[src/rtl/ysyx_23060332_ifu_pkg.sv]
// Shared definitions for the instruction fetch unit: bus widths, reset constants,
// FSM state encoding and state-to-handshake decode helpers.
package ysyx_23060332_ifu_pkg;

   localparam int unsigned INST_BUS_W      = 32;
   localparam int unsigned INST_ADDR_BUS_W = 32;

   typedef logic [INST_BUS_W-1:0]      inst_bus_t;
   typedef logic [INST_ADDR_BUS_W-1:0] inst_addr_bus_t;

   localparam inst_addr_bus_t RESET_PC_DEFAULT = 32'h8000_0000;
   localparam inst_bus_t      INST_NOP         = 32'h0000_0013;

   typedef enum logic [2:0] {
      S_IDLE  = 3'd0,
      S_REQ   = 3'd1,
      S_WAIT  = 3'd2,
      S_OUT   = 3'd3,
      S_FLUSH = 3'd4
   } ifu_state_e;

   function automatic logic drives_req(input ifu_state_e s);
      return s == S_REQ;
   endfunction

   // S_FLUSH must still accept the response so the stale beat is drained.
   function automatic logic takes_rsp(input ifu_state_e s);
      return (s == S_WAIT) || (s == S_FLUSH);
   endfunction

   function automatic logic presents_inst(input ifu_state_e s);
      return s == S_OUT;
   endfunction

endpackage

[src/rtl/ysyx_23060332_pc_reg.sv]
// Program counter: reset load, +4 advance, word-aligned redirect load and a
// one-cycle pulse flagging a misaligned redirect target.
module ysyx_23060332_pc_reg
   import ysyx_23060332_ifu_pkg::*;
#(
   parameter int unsigned     XLEN     = 32,
   parameter logic [XLEN-1:0] RESET_PC = XLEN'(RESET_PC_DEFAULT)
) (
   input  logic            clk,
   input  logic            rst_n,
   input  logic            advance,
   input  logic            redirect_valid,
   input  logic [XLEN-1:0] redirect_addr,
   output logic [XLEN-1:0] pc,
   output logic            misalign
);

   logic [XLEN-1:0] redirect_aligned;

   assign redirect_aligned = {redirect_addr[XLEN-1:2], 2'b00};

   always_ff @(posedge clk) begin
      if (!rst_n) begin
         pc       <= RESET_PC;
         misalign <= 1'b0;
      end else begin
         misalign <= redirect_valid && (redirect_addr[1:0] != 2'b00);
         if (redirect_valid) begin
            pc <= redirect_aligned;
         end else if (advance) begin
            pc <= pc + XLEN'(4);
         end
      end
   end

endmodule

[src/rtl/ysyx_23060332_ifu.sv]
// Instruction fetch unit: single-outstanding imem fetch FSM, instruction buffer
// towards the IDU, and redirect handling that squashes stale fetches.
module ysyx_23060332_ifu
   import ysyx_23060332_ifu_pkg::*;
#(
   parameter int unsigned     XLEN     = 32,
   parameter logic [XLEN-1:0] RESET_PC = XLEN'(RESET_PC_DEFAULT)
) (
   input  logic            clk,
   input  logic            rst_n,
   output logic            imem_req_valid,
   input  logic            imem_req_ready,
   output logic [XLEN-1:0] imem_req_addr,
   input  logic            imem_rsp_valid,
   output logic            imem_rsp_ready,
   input  logic [XLEN-1:0] imem_rsp_data,
   output logic            inst_valid,
   input  logic            inst_ready,
   output logic [XLEN-1:0] inst_o,
   output logic [XLEN-1:0] inst_addr,
   input  logic            redirect_valid,
   input  logic [XLEN-1:0] redirect_addr,
   output logic            fetch_misalign
);

   ifu_state_e      state, state_next;
   logic [XLEN-1:0] pc;
   logic            req_hs, rsp_hs, out_hs, pc_advance, capture;

   assign req_hs     = imem_req_valid && imem_req_ready;
   assign rsp_hs     = imem_rsp_valid && imem_rsp_ready;
   assign out_hs     = inst_valid && inst_ready;
   assign pc_advance = (state == S_OUT) && out_hs && !redirect_valid;
   assign capture    = (state == S_WAIT) && rsp_hs && !redirect_valid;

   // The request address follows pc live; it is only committed on handshake.
   assign imem_req_addr = pc;

   ysyx_23060332_pc_reg #(
      .XLEN     (XLEN),
      .RESET_PC (RESET_PC)
   ) u_pc_reg (
      .clk            (clk),
      .rst_n          (rst_n),
      .advance        (pc_advance),
      .redirect_valid (redirect_valid),
      .redirect_addr  (redirect_addr),
      .pc             (pc),
      .misalign       (fetch_misalign)
   );

   always_comb begin
      state_next = state;
      case (state)
         S_IDLE: state_next = S_REQ;
         S_REQ: begin
            if (req_hs) begin
               state_next = redirect_valid ? S_FLUSH : S_WAIT;
            end
         end
         S_WAIT: begin
            if (rsp_hs) begin
               state_next = redirect_valid ? S_REQ : S_OUT;
            end else if (redirect_valid) begin
               state_next = S_FLUSH;
            end
         end
         S_OUT: begin
            if (redirect_valid || out_hs) begin
               state_next = S_REQ;
            end
         end
         // A redirect here only moves pc; the stale response must still drain.
         S_FLUSH: begin
            if (rsp_hs) begin
               state_next = S_REQ;
            end
         end
         default: state_next = S_IDLE;
      endcase
   end

   always_ff @(posedge clk) begin
      if (!rst_n) begin
         state          <= S_IDLE;
         imem_req_valid <= 1'b0;
         imem_rsp_ready <= 1'b0;
         inst_valid     <= 1'b0;
         inst_o         <= XLEN'(INST_NOP);
         inst_addr      <= RESET_PC;
      end else begin
         state          <= state_next;
         imem_req_valid <= drives_req(state_next);
         imem_rsp_ready <= takes_rsp(state_next);
         inst_valid     <= presents_inst(state_next);
         if (capture) begin
            inst_o    <= imem_rsp_data;
            inst_addr <= pc;
         end
      end
   end

endmodule

[config.mk]
export PLATFORM = sky130hd
export DESIGN_NAME = ysyx_23060332_ifu
export DESIGN_NICKNAME = d
export VERILOG_FILES = /design/src/rtl/ysyx_23060332_ifu_pkg.sv /design/src/rtl/ysyx_23060332_pc_reg.sv /design/src/rtl/ysyx_23060332_ifu.sv
export SDC_FILE = /design/constraint.sdc
export NUM_CORES = 1
export LEC_CHECK = 0
export CORE_UTILIZATION = 55
export DETAILED_ROUTE_END_ITERATION = 16
export DONT_BUFFER_PORTS = 1
export PLACE_DENSITY = 0.75
export SKIP_CTS_REPAIR_TIMING = 1
export SLEW_MARGIN = 10
export SYNTH_ARGS = -nofsm -noshare
export SYNTH_HDL_FRONTEND = slang
export SYNTH_SLANG_ARGS = --single-unit
[constraint.sdc]
create_clock -name clk -period 3.45 [get_ports clk]
set_input_delay 0.69 -clock clk [delete_from_list [all_inputs] [get_ports clk]]
set_output_delay 0.69 -clock clk [all_outputs]
set_load 0.1 [all_outputs]
==> impl_metrics.py, run 1 <==
metrics = {
    "final_layout": {
        "layout-drive-gt1-share_pct": 10.7,
        "areaGrowthSynthToFinish_pct": 11.2,
        "postLayoutCoreUtil_pct": 63.7,
        "num_antenna_cells": 0,
        "nets": 591,
    },
    "detailed_routing": {
        "viasPerCell": 5.53,
        "routedWlPerCell_um": 15.5,
        "drtIter0Drc": 148,
        "vias": 3452,
        "drc": 0,
        "drt_pass1_iterations": 4,
        "wl_um": 9660,
        "postRouteAntennaNets": 0,
    },
    "worst_hold_path": {
        "hold_start": "redirect_valid",
        "hold_path_class": "input pin to flip-flop",
    },
    "power_and_ir_drop": {
        "switchingPower_w": 0.000688,
        "ir_drop_uv": 248,
        "seqPwrFrac_pct": 52.5,
        "p_leak_nw": 1.63,
        "switching_share_pct": 30.1,
        "power_density_nw_per_um2": 492,
        "p_comb_share_pct": 14.8,
        "p_int_w": 0.00160,
        "clockPowerShare_pct": 32.8,
    },
    "yosys": {
        "synth_top_area_share_pct": 47.4,
        "yosysMostFrequentCell": "nand2_1",
        "syn_area_um2": 4180,
        "synth_area_leaders": "dfxtp_1 47%, nand2_1 13%, a21boi_0 10%, o21ai_0 3.8%, xor2_1 3.6%",
        "synth_common_cells": "142 x nand2_1, 99 x dfxtp_1, 58 x a21boi_0",
        "ys_types": 37,
        "ys_dominant_reg_cell": "dfxtp_1",
        "synth_edf_count": 0,
        "syn-mean-instance-area_um2": 8.27,
        "synth_area_leader_cell": "dfxtp_1",
        "syn_inst": 505,
        "ys_seq_area_share_pct": 47.4,
        "postSynthRegisterBits": 99,
        "yosysWarnings": 0,
        "async_reset_ff_share_pct": 0,
    },
    "sta": {
        "slew_violations": 0,
        "finalHoldViolCount": 0,
        "fin_skew_ps": 12.0,
        "min_period_ps": 2250,
        "timing.hold.ws_ps": 411,
        "slew_headroom_pct": 29.8,
        "tns_ps": 0,
        "worst_pin_slew_ps": 1050,
        "grt_setup_unrepaired": "no",
        "max_clock_freq_ghz": 0.444,
        "period_share_pct": 65.3,
        "setup_viol": 0,
    },
    "clocking": {
        "cts_tree": "done",
        "cts.reportedPaths.clkPinSlew_ps": 90,
        "clk_latency_ps": 360,
        "clk_path_buf_depth": 2,
        "cts.sinks": 99,
        "cts-root-buf": "clkbuf_8",
        "cts_htree_levels": 3,
        "cts_made_buffers": 9,
    },
    "setup_path": {
        "critPathKind": "flip-flop to flip-flop",
        "worst_r2r_startpoint": "u_pc_reg.pc[6]",
        "crit_path_end_kind": "flip-flop",
        "crit_fanout": 11,
        "cp.required_ps": 3730,
        "startpoint": "u_pc_reg.pc[6]",
        "startpoint_type": "flip-flop",
        "worstPathArrival_ps": 2530,
    },
    "job": {
        "drv_cap": 0,
    },
    "outcome": {
        "status": "completed",
    },
    "floorplanning": {
        "fp.dieH_um": 89.2,
        "fp-row-count": 31,
        "die_w_um": 89.2,
        "die-area_um2": 7950,
        "ioPinCount": 170,
        "start_util_pct": 57.3,
        "core_um2": 7290,
    },
    "placed_design": {
        "hpwl_um": 6780,
        "gp_congestion": 0.889,
        "portBuffers": 0,
    },
    "global_routing": {
        "grt_pass1_wl_um": 14400,
        "grt_max_degree": 98,
        "grt-ovfl-total": 0,
        "grt_antenna_before_repair": 0,
        "grt_use_total_pct": 23.6,
        "grt_pass1_vias": 3191,
    },
}
layout by cell type (no fill, tap or decap), types with 3 or more instances in the layout:
cell type	netlist	routed
a21boi_0	58	58
a21oi_1	22	22
a31oi_1	3	3
and2_1	4	4
and3_1	5	5
and4_1	3	3
buf_4	4	38
clkbuf_8	0	10
conb_1	1	4
dfxtp_1	99	99
inv_1	3	3
nand2_1	142	142
nand2b_1	3	3
nand3_1	15	15
nand4_1	15	15
nor2_1	10	9
nor3_1	4	4
nor4_1	4	4
o211a_1	3	3
o21ai_0	32	32
xnor2_1	9	9
xor2_1	17	17
layer usage:
layer | global-route usage [%] | share of wire, % | wire [um]
met1 | 26.7 | 42 | 4050
met2 | 40.1 | 47 | 4580
met5 | 0 | 0 | 0
met4 | 11.7 | 1.9 | 185
met3 | 7.48 | 8.8 | 850
worst max-delay path, cell delays in order, from the launching register on:
cell	delay [ps]
dfxtp_1	320
buf_4	310
nand4_1	290
nor3_1	220
buf_4	210
nand3_1	100
or4_1	520
a41oi_1	210
through the flow:
stage,total power (W),instances,area [um2],setup WS [ps]
2_1_floorplan,0.00152,508,4190,905
3_3_place_gp,0.00156,608,4440,1280
3_5_place_dp,0.00156,608,4440,1210
4_1_cts,0.00230,624,4650,1200
5_1_grt,0.00237,624,4650,1040
6_report,0.00228,624,4650,1200
cell families (layout without fill, tap and decap cells):
family / Yosys count / after routing / synth area share (%)
AOI/OAI and AO/OA: 123 / 123 / 19.0
xor gates and xnor gates: 26 / 26 / 5.45
and+or+nand+nor: 214 / 214 / 23.5
other: 1 / 4 / 0.0898
buffers and inverters: 41 / 58 / 4.28
adders and majority gates: 1 / 1 / 0.299
DFF: 99 / 99 / 47.4
cell type report:
cell class / count / area (um2)
sequential: 99 / 1980
multi-input combinational: 368 / 2040
tap: 99 / 124
clock buffer: 11 / 141
inverter: 4 / 15.0
fill: 625 / 2650
clock inverter: 5 / 62.6
timing repair buffer: 38 / 285
registers in the layout (all words and copies together) (netlist names):
register           cells
state                  3
inst_valid             1
u_pc_reg.misalign      1
u_pc_reg.pc           30
inst_o                32
imem_req_valid         1
imem_rsp_ready         1
inst_addr             30
power groups by stage:
stage | clock [W] | combinational [W] | sequential [W]
after global routing | 0.000820 | 0.000353 | 0.00120
after CTS | 0.000768 | 0.000338 | 0.00120
after detailed placement | 0 | 0.000337 | 0.00122
after global placement | 0 | 0.000334 | 0.00122
final | 0.000749 | 0.000338 | 0.00120
after floorplan | 0 | 0.000102 | 0.00141
final timing paths:
path / endpoint / slack, ps / cells past startpoint
worst max register to register: u_pc_reg.pc[31] / 1200 / 7
worst min register to register: inst_valid / 600 / 1
worst min-delay path: inst_valid / 410 / 1
worst max-delay path: u_pc_reg.pc[31] / 1200 / 7
Note: power is estimated with default switching activity, not from simulation.
==> run 2, diff against run 1 <==
clock period = 2.14 ns   (was 3.45 ns; I/O delays follow)
==> impl_metrics.py, run 2 (synthesis results as in run 1) <==
metrics = {
    "sta": {
        "fin_skew_ps": 10.6,
        "grt_setup_unrepaired": "no",
        "max_clock_freq_ghz": 0.526,
        "slew_violations": 0,
        "timing.hold.ws_ps": 135,
        "min_period_ps": 1900,
        "setup_viol": 0,
        "period_share_pct": 88.9,
        "tns_ps": 0,
        "finalHoldViolCount": 0,
    },
    "clocking": {
        "clk_latency_ps": 360,
        "cts-root-buf": "clkbuf_8",
        "cts_tree": "done",
        "cts_made_buffers": 9,
        "clk_path_buf_depth": 2,
        "cts.reportedPaths.clkPinSlew_ps": 90,
        "cts.sinks": 99,
        "cts_htree_levels": 3,
    },
    "job": {
        "drv_cap": 0,
    },
    "power_and_ir_drop": {
        "p_leak_nw": 2.00,
        "switchingPower_w": 0.00111,
        "switching_share_pct": 31.1,
        "ir_drop_uv": 408,
        "power_density_nw_per_um2": 691,
        "seqPwrFrac_pct": 53.9,
        "p_int_w": 0.00246,
        "clockPowerShare_pct": 30.1,
        "p_comb_share_pct": 16.0,
    },
    "floorplanning": {
        "core_um2": 7290,
        "fp.dieH_um": 89.2,
        "start_util_pct": 57.3,
        "die_w_um": 89.2,
        "die-area_um2": 7950,
        "ioPinCount": 170,
        "fp-row-count": 31,
    },
    "final_layout": {
        "top_register": "inst_o",
        "num_antenna_cells": 0,
        "final_cell_mix": "142 x nand2_1, 105 x buf_4, 77 x dfxtp_1",
        "final_common_cell": "nand2_1",
        "areaGrowthSynthToFinish_pct": 23.5,
        "final_area_um2": 5160,
        "stdcell_count": 691,
        "reg_top3": "inst_o (32), inst_addr (30), u_pc_reg.pc (30)",
        "nets": 659,
        "postLayoutCoreUtil_pct": 70.8,
        "largest_reg_flops": 32,
        "layout-drive-gt1-share_pct": 24.5,
    },
    "worst_hold_path": {
        "hold_path_class": "input pin to flip-flop",
        "hold_start": "redirect_valid",
        "min_path_cells": 1,
        "worstHoldEndpoint": "inst_valid",
    },
    "global_routing": {
        "grt_pass1_wl_um": 15300,
        "grt_pass1_vias": 3402,
        "grt_antenna_before_repair": 0,
        "grt_max_degree": 98,
        "grt-ovfl-total": 0,
        "grt_use_total_pct": 25.0,
    },
    "detailed_routing": {
        "vias": 3805,
        "postRouteAntennaNets": 0,
        "wl_um": 10400,
        "drtIter0Drc": 193,
        "viasPerCell": 5.51,
        "routedWlPerCell_um": 15.0,
        "drt_pass1_iterations": 4,
        "drc": 0,
    },
    "placed_design": {
        "hpwl_um": 7420,
        "gp_congestion": 0.915,
        "dp.cells": 676,
        "placed_area_um2": 4990,
        "portBuffers": 0,
    },
    "setup_path": {
        "worstPathArrival_ps": 2190,
        "crit_fanout": 9,
        "r2r_setup_slack_ps": 240,
        "critPathKind": "flip-flop to flip-flop",
        "reg2regPathDepth": 5,
        "crit_path_end_kind": "flip-flop",
        "r2r_end": "u_pc_reg.pc[31]",
        "startpoint_type": "flip-flop",
        "cp.required_ps": 2420,
        "worst_r2r_startpoint": "state[0]",
    },
    "outcome": {
        "status": "completed",
    },
}
## run 2: stage by stage
stage	setup slack (ps)	total power, W
floorplan	0.351	0.00245
global placement	337	0.00253
detailed placement	253	0.00253
CTS	222	0.00358
global route	73.8	0.00368
finish	238	0.00357
## run 2: final cells by class
cell class	count	area, um2
timing repair buffer	106	808
clock buffer	11	141
clock inverter	4	26.3
fill	583	2130
sequential	99	2010
tap	99	124
multi-input combinational	368	2040
inverter	4	15.0
## run 2: routing by layer
layer | vias to the layer above | global-route usage [%] | routed length (um)
met3 | 21 | 5.82 | 967
li1 | 1867 | - | -
met2 | 179 | 43.1 | 4940
met4 | 0 | 12.8 | 262
met5 | - | 0 | 0
met1 | 1738 | 29.1 | 4190
## run 2: worst max-delay path by stage
stage                   startpoint               to  slack [ps]
floorplan           imem_rsp_ready    inst_addr[26]         0.4
global placement          state[0]  u_pc_reg.pc[31]         340
detailed placement        state[0]  u_pc_reg.pc[31]         250
CTS                       state[0]  u_pc_reg.pc[31]         220
global route        u_pc_reg.pc[2]  u_pc_reg.pc[30]          70
finish                    state[0]  u_pc_reg.pc[31]         240
## run 2: critical path: stages (launching register included)
cell and delay [ps]:
dfxtp_1 460, nand3_4 170, nor4_4 340, nand3_1 140, or4_1 520, a41oi_1 200
## run 2: power groups by stage
stage	registers (W)	logic [W]	clock network [W]
2_1_floorplan	0.00229	0.000164	0
5_1_grt	0.00193	0.000593	0.00116
3_3_place_gp	0.00196	0.000565	0
6_report	0.00192	0.000572	0.00107
3_5_place_dp	0.00196	0.000569	0
4_1_cts	0.00192	0.000571	0.00109
==> run 3, diff against run 2 <==
CAP_MARGIN = 40   (was unset)
==> results of run 3 <==
The final DEF is identical to that of run 2; final timing and power are the same.
